--- src/rtl/isa_pkg.sv ---
// Shared RV32I encoding definitions: instruction formats, opcodes, error codes
// and the legal signed immediate range of each format.
package isa_pkg;

  typedef enum logic [2:0] {
    FmtR = 3'd0,
    FmtI = 3'd1,
    FmtS = 3'd2,
    FmtB = 3'd3,
    FmtU = 3'd4,
    FmtJ = 3'd5
  } fmt_t;

  localparam logic [6:0] OP_R   = 7'b0110011;
  localparam logic [6:0] OP_I   = 7'b0010011;
  localparam logic [6:0] OP_S   = 7'b0100011;
  localparam logic [6:0] OP_B   = 7'b1100011;
  localparam logic [6:0] OP_LUI = 7'b0110111;
  localparam logic [6:0] OP_JAL = 7'b1101111;

  typedef enum logic [1:0] {
    ErrNone  = 2'd0,
    ErrFmt   = 2'd1,
    ErrRange = 2'd2,
    ErrAlign = 2'd3
  } err_code_t;

  localparam int IMM12_MIN = -2048;
  localparam int IMM12_MAX = 2047;
  localparam int IMM_B_MIN = -4096;
  localparam int IMM_B_MAX = 4094;
  localparam int IMM_J_MIN = -1048576;
  localparam int IMM_J_MAX = 1048574;

  function automatic logic imm_in_range(input logic [31:0] imm, input int lo, input int hi);
    return ($signed(imm) >= lo) && ($signed(imm) <= hi);
  endfunction

endpackage

--- src/rtl/imm_pack.sv ---
// Combinational field packer: builds the RV32I word for one decoded bundle and
// classifies why the bundle would be unencodable.
module imm_pack
  import isa_pkg::*;
(
  input  logic [2:0]  fmt_i,
  input  logic [6:0]  opcode_i,
  input  logic [4:0]  rd_i,
  input  logic [4:0]  rs1_i,
  input  logic [4:0]  rs2_i,
  input  logic [2:0]  funct3_i,
  input  logic [6:0]  funct7_i,
  input  logic [31:0] imm_i,
  output logic [31:0] instr_o,
  output err_code_t   err_code_o
);

  fmt_t fmt;
  assign fmt = fmt_t'(fmt_i);

  always_comb begin
    instr_o    = '0;
    err_code_o = ErrNone;
    case (fmt)
      FmtR: instr_o = {funct7_i, rs2_i, rs1_i, funct3_i, rd_i, opcode_i};
      FmtI: begin
        instr_o = {imm_i[11:0], rs1_i, funct3_i, rd_i, opcode_i};
        if (!imm_in_range(imm_i, IMM12_MIN, IMM12_MAX)) err_code_o = ErrRange;
      end
      FmtS: begin
        instr_o = {imm_i[11:5], rs2_i, rs1_i, funct3_i, imm_i[4:0], opcode_i};
        if (!imm_in_range(imm_i, IMM12_MIN, IMM12_MAX)) err_code_o = ErrRange;
      end
      FmtB: begin
        instr_o = {imm_i[12], imm_i[10:5], rs2_i, rs1_i, funct3_i, imm_i[4:1], imm_i[11],
                   opcode_i};
        // Range is reported ahead of misalignment.
        if (!imm_in_range(imm_i, IMM_B_MIN, IMM_B_MAX)) err_code_o = ErrRange;
        else if (imm_i[0])                              err_code_o = ErrAlign;
      end
      FmtU: begin
        instr_o = {imm_i[31:12], rd_i, opcode_i};
        if (imm_i[11:0] != 12'd0) err_code_o = ErrAlign;
      end
      FmtJ: begin
        instr_o = {imm_i[20], imm_i[10:1], imm_i[11], imm_i[19:12], rd_i, opcode_i};
        if (!imm_in_range(imm_i, IMM_J_MIN, IMM_J_MAX)) err_code_o = ErrRange;
        else if (imm_i[0])                              err_code_o = ErrAlign;
      end
      default: err_code_o = ErrFmt;
    endcase
  end

endmodule

--- src/rtl/instr_encoder.sv ---
// Stream encoder: packs decoded field bundles into RV32I words, emits them with a
// sequential word address and stops with full after DEPTH words.
module instr_encoder
  import isa_pkg::*;
#(
  parameter int unsigned DEPTH  = 64,
  parameter int unsigned ADDR_W = $clog2(DEPTH)
) (
  input  logic              clk,
  input  logic              rst,
  input  logic              in_valid,
  output logic              in_ready,
  input  logic [2:0]        in_fmt,
  input  logic [6:0]        in_opcode,
  input  logic [4:0]        in_rd,
  input  logic [4:0]        in_rs1,
  input  logic [4:0]        in_rs2,
  input  logic [2:0]        in_funct3,
  input  logic [6:0]        in_funct7,
  input  logic [31:0]       in_imm,
  output logic              out_valid,
  input  logic              out_ready,
  output logic [31:0]       out_instr,
  output logic [ADDR_W-1:0] out_addr,
  output logic              err,
  output logic [1:0]        err_code,
  output logic              full
);

  localparam logic [1:0] StEmpty = 2'd0;
  localparam logic [1:0] StHold  = 2'd1;
  localparam logic [1:0] StFull  = 2'd2;

  logic [1:0]        state_q, state_d;
  logic [31:0]       instr_q, instr_d;
  logic [ADDR_W-1:0] addr_q, addr_d;
  logic              err_q, err_d;
  err_code_t         err_code_q, err_code_d;

  logic [31:0] pack_instr;
  err_code_t   pack_err;
  logic        last, fire, accept, legal;

  imm_pack u_imm_pack (
    .fmt_i      (in_fmt),
    .opcode_i   (in_opcode),
    .rd_i       (in_rd),
    .rs1_i      (in_rs1),
    .rs2_i      (in_rs2),
    .funct3_i   (in_funct3),
    .funct7_i   (in_funct7),
    .imm_i      (in_imm),
    .instr_o    (pack_instr),
    .err_code_o (pack_err)
  );

  assign last      = (addr_q == ADDR_W'(DEPTH - 1));
  assign out_valid = (state_q == StHold);
  assign full      = (state_q == StFull);
  // A held word at the last index is the final one; accepting beside it would be lost.
  assign in_ready  = !full && (!out_valid || (out_ready && !last));
  assign fire      = out_valid && out_ready;
  assign accept    = in_valid && in_ready;
  assign legal     = accept && (pack_err == ErrNone);

  always_comb begin
    state_d    = state_q;
    instr_d    = instr_q;
    addr_d     = addr_q;
    err_d      = err_q;
    err_code_d = err_code_q;

    if (fire && last)  state_d = StFull;
    else if (legal)    state_d = StHold;
    else if (fire)     state_d = StEmpty;

    if (legal)         instr_d = pack_instr;
    // Address saturates on the final word; full marks the end instead of a wrap.
    if (fire && !last) addr_d = addr_q + ADDR_W'(1);

    if (accept && (pack_err != ErrNone)) begin
      err_d      = 1'b1;
      err_code_d = pack_err;
    end
  end

  always_ff @(posedge clk) begin
    if (rst) begin
      state_q    <= StEmpty;
      instr_q    <= '0;
      addr_q     <= '0;
      err_q      <= 1'b0;
      err_code_q <= ErrNone;
    end else begin
      state_q    <= state_d;
      instr_q    <= instr_d;
      addr_q     <= addr_d;
      err_q      <= err_d;
      err_code_q <= err_code_d;
    end
  end

  assign out_instr = instr_q;
  assign out_addr  = addr_q;
  assign err       = err_q;
  assign err_code  = err_code_q;

endmodule
--- config.mk ---
export PLATFORM = sky130hd
export DESIGN_NAME = instr_encoder
export DESIGN_NICKNAME = d
export VERILOG_FILES = /design/src/rtl/isa_pkg.sv /design/src/rtl/imm_pack.sv /design/src/rtl/instr_encoder.sv
export SDC_FILE = /design/constraint.sdc
export NUM_CORES = 1
export LEC_CHECK = 0
export CAP_MARGIN = 15
export CORE_ASPECT_RATIO = 0.6
export CORE_MARGIN = 3
export CORE_UTILIZATION = 47
export CTS_BUF_LIST = sky130_fd_sc_hd__clkbuf_2 sky130_fd_sc_hd__clkbuf_4 sky130_fd_sc_hd__clkbuf_8
export DETAILED_ROUTE_END_ITERATION = 12
export PLACE_DENSITY = 0.9
export SLEW_MARGIN = 20
export SYNTH_ARGS = -nofsm -noshare
export SYNTH_HDL_FRONTEND = slang
export SYNTH_SLANG_ARGS = --single-unit
--- constraint.sdc ---
create_clock -name clk -period 6.7 [get_ports clk]
set_input_delay 1.005 -clock clk [delete_from_list [all_inputs] [get_ports clk]]
set_output_delay 1.005 -clock clk [all_outputs]
set_load 0.02 [all_outputs]
==> out/results.txt <==
Vias in the first global route: 2767
Average wire per cell in the routed design: 18.4 um
Initial Utilization: 50.6%
All-layer global routing usage: 27.9%
Yosys top cell by area: dfxtp_1
1st-pass router iterations: 5
Initial drt markers: 281
HPWL after DPL: 7.04 mm
Syn_area_per_cell: 8.13 sq um
Largest net degree at the start of global routing: 31
Post-synthesis sequential area ratio: 32.2%
Initial antenna violation count: 0
Switching part of the total: 31.4%
Post-synth top flop: dfxtp_1
Nets: 498
Clock root buffer: clkbuf_8
CTS H-tree depth: 2
FFs w/ async S/R, synth: 0%
Diode count: 0
Cts bufs inserted: 5
Vias per cell: 6.14
Port buffer count: 114
Row cnt: 20
Register area: 861 sq um
Antenna Nets Post-Route: 0
Status: completed
Hold-fix buffers, CTS: 0
Worst-Skew Late Latency: 300 ps
Power density cells: 164 nW/um^2
Die area: 6660 sq um
Seq pwr share: 43.4%
Hold Crit Class: flip-flop to flip-flop
Critical path arrival: 4680 ps
Overflow after GRT: 0
CTS tree: built
Setup repair bufs after CTS: 0
Total net switching power: 0.200 mW
Crit path kind: primary input to flip-flop
Routability cong.: 0.880
Hold_sp: out_instr[4]
Die outline height: 64.4 um
Syn Std Cell Area: 2670 sq um
WL met2: 3.77 mm
Setup crit start kind: primary input
FF-to-FF End: state_q[1]
Hold path cells: 2
Top cells by count, synth: dfxtp_1, a21oi_1, nand2_1
DR top layer: met4
Rel. slew slack: 31.2%
Max Buffers Root-to-Sink: 2
Synth Net Count: 401
Final setup fails: 0
Post-Route WL: 9.28 mm
Detailed-route DRC error count: 0
Slowest cell on crit path: clkdlybuf4s50_1
Critical path startpoint: in_fmt[1]
Sink Count: 43
Area growth from synthesis to layout: 45.4%
Metal1 wirelength: 4.30 mm
Synth Warn #: 0
#FFs+latches synth: 43
Top cells by area, synth: dfxtp_1, mux2i_1, a21oi_1, nor2b_1, a211oi_1
FMAX: 223 MHz
Crit-path cells: clkdlybuf4s50_1 -> nor2b_1 -> o2111a_1 -> a222oi_1 -> and3_1 -> nand3_4 -> a31o_2
Mapped Cells: 329
Maximum vdd ir drop: 0.0000780 V
DR WL met3: 1.02 mm
Critical Path Max Stage Delay: 960 ps
Hold endpoint: out_instr[4]
R2r startpoint: out_addr[0]
Clk pwr share: 26.3%
Worst slew pin tran: 1030 ps
I/O pins: 115
Total of max-cap violations: 0
Fin. Hold Viols: 0
Setup crit end kind: flip-flop
Internal power: 0.438 mW
Setup TNS: 0 ps
Top-area cell type share of the netlist area: 32.2%
Synth cell types: 50
Count of pins over their slew limit: 0
Count leader, synth: dfxtp_1
Combinational share of power: 30.3%
Cts repair resizes: 0
Layout cells sized above 1: 6.09%
Post-synth EDFFs: 0
WP buf/inv: 1
FILL cells: 414
Die width: 103 um
Static Leak: 1.38 nW
Crit path max fanout: 26
Worst Skew: 7.61 ps
Placeable Area: 5280 sq um
RSZ-0062 raised after global routing: false
Crit share post-route: 66.9%
First-pass GRT wire length: 14.6 mm
CP required: 6900 ps
Worst-path clk slew: 80 ps
Tmin final: 4480 ps
Overall power: 0.638 mW
Crit path max-delay family: simple AND/OR/NAND/NOR gates
Reg2reg setup slack: 3660 ps
Via count: 3095
Multi-input logic area: 1680 sq um
R2R cell count: 7
## per-layer routing
| layer | track usage (%) | vias to the layer above |
|---|---|---|
| li1 | - | 1468 |
| met1 | 42.9 | 1416 |
| met2 | 36.5 | 188 |
| met3 | 9.14 | 23 |
| met4 | 7.43 | 0 |
| met5 | 0 | - |
## flip-flops by register name, indices dropped and copies added (netlist names)
register and cells:
state_q 2, err_code 2, out_addr 6, out_instr 32
err 1
## area by class of cell
class,count,share of cell area [%]
clock buffer,6,1.96
clock inverter,2,0.322
inverter,4,0.386
multi-input combinational,256,43.1
sequential,43,22.1
tap,77,2.48
timing repair buffer,116,29.6
## cell families (layout without fill, tap and decap cells)
| logic type | count (synthesis) | count (layout) | share of synthesized area, % |
|---|---|---|---|
| compound gates | 119 | 119 | 30.1 |
| xor+xnor | 4 | 4 | 1.31 |
| fa+ha+maj | 1 | 1 | 0.468 |
| buf+inv | 30 | 128 | 5.80 |
| flops | 43 | 43 | 32.2 |
| mux | 18 | 18 | 6.79 |
| simple gates | 114 | 114 | 23.4 |
## worst max-delay path by stage
stage,end,slack [ps],depth (start not counted)
6_report,state_q[1],2220,7
5_1_grt,state_q[1],1920,7
4_1_cts,state_q[1],2270,7
3_5_place_dp,state_q[1],1980,7
3_3_place_gp,state_q[1],2090,7
2_1_floorplan,out_instr[23],3710,9
## metrics by stage
step                      hold slack [ps]  instances  util, %  area (sq um)  setup WS (ps)
after global routing                  492        504     73.6          3890           1920
after detailed placement              455        496     71.7          3790           1980
after floorplan                       459        329        -          2670           3710
after CTS                             467        504     73.4          3870           2270
after global placement                447        496     71.7          3790           2090
final                                 466        504     73.6          3890           2220
## worst reg2reg max path, stage by stage (launching register included)
cell	delay, ps
dfxtp_1	350
ha_1	220
nand3_1	150
o21ai_0	130
a211oi_1	500
and3_1	940
nand3_4	320
a31o_2	340
## placed cells by master (no fill, tap or decap), types with 2 or more instances in the layout
cell type and n:
or3_1 2, nor2b_1 17, nand2b_1 3, a311oi_1 2
clkbuf_8 5, clkdlybuf4s50_1 113, nor3_1 6, o31ai_1 9
mux2i_1 17, nand3_1 11, nand4_1 16, xor2_1 3
buf_4 2, and3_1 2, a22oi_1 10, a31o_2 5
nor2_1 20, nand2_1 23, nor4_1 7, a31oi_1 15
a21oi_1 31, o221a_2 2, o211a_1 4, o21ai_0 14
dfxtp_1 43, inv_1 4, a211oi_1 14
## power by group through the flow
| stage | clock network [mW] | logic [mW] | registers, mW |
|---|---|---|---|
| 2_1_floorplan | 0 | 0.0839 | 0.297 |
| 3_3_place_gp | 0 | 0.187 | 0.282 |
| 3_5_place_dp | 0 | 0.189 | 0.283 |
| 4_1_cts | 0.170 | 0.190 | 0.277 |
| 5_1_grt | 0.180 | 0.207 | 0.278 |
| 6_report | 0.168 | 0.194 | 0.277 |
(Power assumes the default switching activity.)
